[src/rtl/fetch_stage.sv]
// fetch_stage: instruction-fetch stage owning the architectural PC.
// Issues one outstanding imem request at a time and holds the returned
// instruction in a one-entry valid/ready buffer for decode. A flush
// retargets the PC, empties the buffer and discards wrong-path responses.
// Optional build macro FETCH_PERF_EN adds perf_fetch_cnt / perf_drop_cnt.
module fetch_stage #(
    parameter int                ADDR_W   = 8,
    parameter int                INSTR_W  = 32,
    parameter logic [ADDR_W-1:0] RESET_PC = '0
) (
    input  logic               clk,
    input  logic               rst_n,
    input  logic               flush,
    input  logic [ADDR_W-1:0]  pc_next,
    output logic [ADDR_W-1:0]  pc,
    output logic               imem_req_valid,
    input  logic               imem_req_ready,
    output logic [ADDR_W-1:0]  imem_req_addr,
    input  logic               imem_resp_valid,
    input  logic [INSTR_W-1:0] imem_resp_data,
    output logic               if_valid,
    input  logic               if_ready,
    output logic [INSTR_W-1:0] if_instr,
    output logic [ADDR_W-1:0]  if_pc
`ifdef FETCH_PERF_EN
    ,
    output logic [15:0]        perf_fetch_cnt,
    output logic [15:0]        perf_drop_cnt
`endif
);

    typedef enum logic [1:0] {
        S_IDLE = 2'd0,
        S_REQ  = 2'd1,
        S_WAIT = 2'd2
    } state_t;

    state_t            state;
    state_t            state_next;
    logic [ADDR_W-1:0] req_pc;
    logic              drop;
    logic              buf_free;
    logic              req_fire;
    logic              resp_fire;
    logic              flush_act;
    logic              load;
    logic              discard;

    // The buffer can take a new instruction if empty or being drained now.
    assign buf_free      = !if_valid || if_ready;
    assign req_fire      = imem_req_valid && imem_req_ready;
    assign resp_fire     = (state == S_WAIT) && imem_resp_valid;
    assign flush_act     = flush && (state != S_IDLE);
    assign load          = resp_fire && !drop && !flush;
    assign discard       = resp_fire && (drop || flush);
    assign imem_req_addr = pc;

    // State register.
    always_ff @(posedge clk or negedge rst_n) begin
        if (!rst_n) begin
            state <= S_IDLE;
        end else begin
            state <= state_next;
        end
    end

    // Next-state and request-valid decode.
    always_comb begin
        state_next     = state;
        imem_req_valid = 1'b0;
        case (state)
            S_IDLE: begin
                state_next = S_REQ;
            end
            S_REQ: begin
                imem_req_valid = buf_free;
                if (buf_free && imem_req_ready) begin
                    state_next = S_WAIT;
                end
            end
            S_WAIT: begin
                if (imem_resp_valid) begin
                    state_next = S_REQ;
                end
            end
            default: begin
                state_next = S_IDLE;
            end
        endcase
    end

    // PC, in-flight bookkeeping and the one-entry output buffer.
    always_ff @(posedge clk or negedge rst_n) begin
        if (!rst_n) begin
            pc       <= RESET_PC;
            req_pc   <= '0;
            drop     <= 1'b0;
            if_valid <= 1'b0;
            if_instr <= '0;
            if_pc    <= '0;
        end else begin
            if (req_fire || flush_act) begin
                pc <= pc_next;
            end
            if (req_fire) begin
                req_pc <= pc;
                drop   <= flush;
            end else if (resp_fire) begin
                drop <= 1'b0;
            end else if (flush_act && (state == S_WAIT)) begin
                drop <= 1'b1;
            end
            if (flush_act) begin
                if_valid <= 1'b0;
            end else if (load) begin
                if_valid <= 1'b1;
            end else if (if_valid && if_ready) begin
                if_valid <= 1'b0;
            end
            if (load) begin
                if_instr <= imem_resp_data;
                if_pc    <= req_pc;
            end
        end
    end

`ifdef FETCH_PERF_EN
    // Delivered-instruction and discarded-response counters, wrapping at 16 bits.
    always_ff @(posedge clk or negedge rst_n) begin
        if (!rst_n) begin
            perf_fetch_cnt <= '0;
            perf_drop_cnt  <= '0;
        end else begin
            if (if_valid && if_ready) begin
                perf_fetch_cnt <= perf_fetch_cnt + 16'd1;
            end
            if (discard) begin
                perf_drop_cnt <= perf_drop_cnt + 16'd1;
            end
        end
    end
`else
    logic unused_discard;
    assign unused_discard = discard;
`endif

endmodule

[config.mk]
export PLATFORM = sky130hd
export DESIGN_NAME = fetch_stage
export DESIGN_NICKNAME = d
export VERILOG_FILES = /design/src/rtl/fetch_stage.sv
export SDC_FILE = /design/constraint.sdc
export NUM_CORES = 1
export LEC_CHECK = 0
export ABC_AREA = 1
export ABC_CLOCK_PERIOD_IN_PS = 1300
export BUFFER_PORTS_ARGS = -buffer_cell sky130_fd_sc_hd__buf_4
export CORE_ASPECT_RATIO = 0.8
export CORE_MARGIN = 2
export CORE_UTILIZATION = 47
export CTS_CLUSTER_SIZE = 24
export DETAILED_ROUTE_END_ITERATION = 12
export PLACE_DENSITY = 0.84
export SYNTH_ARGS = -nofsm -noshare
export SYNTH_HDL_FRONTEND = slang
export SYNTH_SLANG_ARGS = --single-unit
export TNS_END_PERCENT = 1
[constraint.sdc]
create_clock -name clk -period 1.3 [get_ports clk]
set_input_delay 0.13 -clock clk [delete_from_list [all_inputs] [get_ports clk]]
set_output_delay 0.13 -clock clk [all_outputs]
set_load 0.005 [all_outputs]
# ---- After elaboration in Yosys (flattened, before gate mapping)
# Cells that the tools add are included.
dict set report totals {
  ff_bits 60
  latchBits 0
  ram_bits 0
  mem_bits_ro 0
  wordCells 39
  memories 0
}
dict set report classes {
  addsub 0
  multipliers 0
  div_mod_pow 0
  order_cmp 0
  n_eq_ne 4
  shifts 0
  muxes 10
  bitwise 0
  reduce_logical 18
}
# operator n
set op_table {}
lappend op_table {{1-bit logical AND} 8}
lappend op_table {{1-bit 2-to-1 mux} 7}
lappend op_table {{2-bit one-hot mux with 3 select lines} 1}
lappend op_table {{3-bit nonzero test} 2}
lappend op_table {{2-bit 2-to-1 mux} 2}
lappend op_table {{2-bit != test (second input constant)} 2}
lappend op_table {{1-bit logical NOT} 3}
lappend op_table {{2-bit by 1-bit equality test with 1-bit output (second input constant)} 1}
lappend op_table {{2-bit equality test (second input constant)} 1}
lappend op_table {{2-bit logical NOT} 1}
lappend op_table {{1-bit logical OR} 2}
lappend op_table {{2-bit AND reduction} 1}
lappend op_table {{2-bit nonzero test} 1}

# ---- Logic depth before layout (Yosys ltp)
dict set report depth {
  ltp_word 6
  depth_mapped 7
  mapped_depth_nobuf 6
}

# ---- Least setup slack after synthesis
# OpenSTA, ideal clock, no wires.
dict set report synth_timing {
  path_kind {register to register}
  start {register drop}
  end {register if_instr[0]}
  setup_ps 116
  t_arrival_ps 1004
  t_required_ps 1184
  setup_slack_ps 179
  path_stages_with_launch 6
  path_buffers 1
  synth_period_minus_slack_ps 1121
  cell_sequence {dfrtp_1 -> nor3_2 -> nand2_1 -> buf_2 -> nand2_1 -> nand2_1}
}
dict set report synth_via {
  elab_chain_cells 3
}
# element line_no
set synth_lines {}
lappend synth_lines {{start, declared} 41} ;# logic drop;
lappend synth_lines {{start signal, assigned} 107} ;# drop <= flush;
lappend synth_lines {{1-bit logical NOT} 54} ;# assign load = resp_fire && !drop && !flush;
lappend synth_lines {{1-bit logical AND (2 in series)} 54}
lappend synth_lines {{end signal, assigned} 121} ;# if_instr <= imem_resp_data;
lappend synth_lines {{end, declared} 23} ;# output logic [INSTR_W-1:0] if_instr,
# No other way between the ends.
# A chain may end at the register's enable or synchronous reset.

# ---- Worst setup path after layout
dict set report layout_timing {
  start {register state[1]}
  end {register if_pc[5]}
}
dict set report layout_via {
  elab_chain_cells 4
}
# element line_no
set layout_lines {}
lappend layout_lines {{start, declared} 38} ;# state_t state;
lappend layout_lines {{start signal, assigned} 63} ;# state <= state_next;
lappend layout_lines {{2-bit equality test} 52} ;# assign resp_fire = (state == S_WAIT) && imem_resp_valid;
lappend layout_lines {{1-bit logical AND} 52}
lappend layout_lines {{1-bit logical AND (2 in series)} 54}
lappend layout_lines {{end signal, assigned} 122} ;# if_pc <= req_pc;
lappend layout_lines {{end, declared} 24} ;# output logic [ADDR_W-1:0] if_pc
# No other way between the ends.

==> flow_metrics.py <==
metrics = {
    "route": {
        "via_count": 2346,
        "drc_errors": 0,
        "ant_nets": 0,
        "vias_per_cell": 5.05,
        "wire_per_inst_um": 15.2,
        "drt-pass1-iter-count": 4,
        "routed_wl_um": 7070,
        "drtIter0Drc": 155,
    },
    "critical_path": {
        "crit_type": "reg -> reg",
        "setup.worst_path.start": "state[1]",
        "crit_path_end": "if_pc[5]",
        "r2r_cells": 7,
        "path_delay_family": "simple AND/OR/NAND/NOR gates",
        "crit_path_start_kind": "register",
        "worstReg2RegStart": "state[1]",
        "critical_path_buf_inv_count": 3,
        "crit_slowest_cell": "dfrtp_2",
        "cp_common_cell": "nand2_4",
        "required_ns": 1.52,
        "cp.arrival_ns": 1.56,
        "path_cells": "buf_6, inv_4, nor2_4, nand2_4, clkbuf_16, nand2_4, nand2_1",
        "path_max_fanout": 7,
        "cp-end-kind": "register",
        "crit_cells": 7,
        "reg2reg_slack_ns": -0.03,
        "r2r_end": "if_pc[5]",
        "max_stage_delay_ns": 0.40,
    },
    "yosys": {
        "synth_cell_types": 16,
        "synth_flop_cell": "dfrtp_1",
        "synth.avg_cell_area_sq_um": 8.88,
        "synth_seq_cells": 60,
        "synth_fp_nets": 326,
        "seq_area_frac_synth_pct": 60.4,
        "synthArstFlopShare_pct": 100,
        "ys_warn_count": 0,
        "synth_area_sq_um": 2490,
        "synth.most_common_cell": "nand2_1",
        "yosys.area.top_type": "dfrtp_1",
        "synth.area.top_cells": "dfrtp_1 (60%), nand2_1 (20%), nand3_1 (10%), buf_2 (2.6%), buf_4 (2.4%)",
        "yosysTopAreaCellShare_pct": 60.4,
        "netlist_instances": 280,
        "synth_edf_count": 0,
        "synth_common_cells": "nand2_1 (133), dfrtp_1 (60), nand3_1 (51)",
    },
    "cts": {
        "htree_levels": 3,
        "cts_tree": "done",
        "cts-root-buf": "clkbuf_8",
        "cts_sinks": 60,
        "clk_pin_slew_ns": 0.06,
        "clock_latency_ns": 0.34,
        "cts_inserted_buffers": 9,
        "clock_path_buffers": 2,
    },
    "sta": {
        "rsz0062_at_grt": "yes",
        "drv_slew": 0,
        "min_period_ns": 1.33,
        "max_slew_margin_pct": 82.4,
        "setup_viol": 14,
        "finClkSkew_ns": 0.00952,
        "fin_ws_ns": -0.0338,
        "max_freq_ghz": 0.750,
        "fin_hold_ws_ns": 0.00840,
        "worstMarginPinSlew_ns": 0.264,
        "fin_crit_sh_pct": 103,
        "hold_viol": 0,
    },
    "placement": {
        "portBuffers": 103,
        "hpwlAfterDp_um": 4110,
        "dp.cells": 431,
        "routabilityCongestion": 0.803,
        "placed_area_sq_um": 3330,
    },
    "die": {
        "die_y_um": 69.1,
        "die_width_um": 85.3,
        "start_util_pct": 49.1,
        "die_area_sq_um": 5890,
        "num_io_pins": 104,
        "core_area_sq_um": 5060,
        "rows": 23,
    },
    "finish": {
        "diodes": 0,
        "fin_cells": 465,
        "area_delta_synth_final_pct": 57.4,
        "fin_area_sq_um": 3910,
        "drive_gt1_share_pct": 44.2,
        "n_fill_cell": 350,
        "nets": 444,
        "fin_util_pct": 77.2,
    },
    "grt": {
        "gr-usage-all-layers_pct": 20.4,
        "grt_pass1_wl_um": 9450,
        "grt-ovfl-total": 0,
        "grt_pass1_vias": 2054,
        "grt_start_max_net_pins": 43,
        "antenna_found_initial": 0,
    },
    "power": {
        "ir_drop_uv": 1320,
        "power_mw": 8.75,
        "p_leak_nw": 2.16,
        "power_density_nw_per_um2": 2240,
    },
    "run": {
        "cap_violations": 0,
    },
    "hold_path": {
        "min_path_type": "in -> reg",
    },
    "run_status": {
        "violations": "setup timing",
        "outcome": "finished with violations",
    },
}
[logic make-up (layout without fill, tap and decap cells)]
logic type,Yosys count,in the layout,share of synthesized area [%]
flip-flops,60,60,60.4
AND/OR/NAND/NOR,189,189,32.3
AO/OA/AOI/OAI,2,2,0.553
buffers and inverters,29,152,6.74
[sequential cells by signal, indices dropped and copies added, names as in the netlist]
signal / count
drop: 1
if_instr: 32
if_pc: 8
if_valid: 1
imem_req_addr: 8
req_pc: 8
state: 2
[layout by cell type, fill, tap and decap left out, types with 3 or more instances in the layout]
master / netlist / final
inv_1: 5 / 3
clkbuf_8: 0 / 10
dlygate4sd3_1: 0 / 6
nand2_2: 0 / 23
clkbuf_16: 0 / 4
buf_4: 8 / 109
buf_12: 0 / 5
nand2_4: 1 / 6
buf_6: 1 / 5
dfrtp_1: 60 / 59
nand2_1: 133 / 104
nand3_1: 51 / 51
[area by class of cell]
type                    count  area (sq um)  share of cell area, %
well taps                  62          77.6                   1.98
clock buffers              12           145                   3.71
inverters                   7          36.3                  0.927
multi-input cells         191           943                   24.1
clock inverters             4          72.6                   1.85
repair buffers            129          1130                   29.0
flip-flops and latches     60          1500                   38.4
[through the flow]
stage / TNS, ns / setup slack, ns
finish: -0.177 / -0.0338
detailed placement: 0 / 0.0960
floorplan: 0 / 0.179
global route: -2.72 / -0.0952
CTS: 0 / 0.0163
global placement: 0 / 0.126
[power by group]
group          switching, mW  internal [mW]  leakage [nW]
Combinational           1.59           1.96          1.29
Clock                  0.687           1.13         0.107
Sequential             0.683           2.70         0.770
Total                   2.96           5.79          2.16
[metal layers]
layer	vias up	global-route usage [%]	part of all wire, %
met1	1112	26.3	41
met5	-	0	0
met3	9	8.86	9.4
met4	0	7.23	1.0
li1	1123	-	-
met2	102	30.7	49
[worst register-to-register path, delay by kind of cell, from the launching register on]
kind,cells,cell delay (ns)
and+or+nand+nor,4,0.46
buffers and inverters,3,0.35
DFF,1,0.40
[worst min-delay path by stage]
stage | from | end | slack, ns | cells after the start
after global placement | rst_n | if_instr[23] | 0.02 | 1
after global routing | pc_next[1] | imem_req_addr[1] | 0.005 | 3
final | pc_next[1] | imem_req_addr[1] | 0.008 | 3
after detailed placement | rst_n | if_instr[23] | 0.02 | 1
after floorplan | rst_n | drop | -0.17 | 0
after CTS | pc_next[1] | imem_req_addr[1] | 0.0007 | 3
[what timing repair did]
action | CTS | global route
setup endpoints to repair | 1 | 47
resized for setup | 1 | 44
pin swaps | 1 | 2
hold endpoints to repair | 65 | 0
hold buffers | 6 | 0
gates cloned | 0 | 7
setup buffers | 4 | 1
Note: power is estimated with default switching activity, not from simulation.
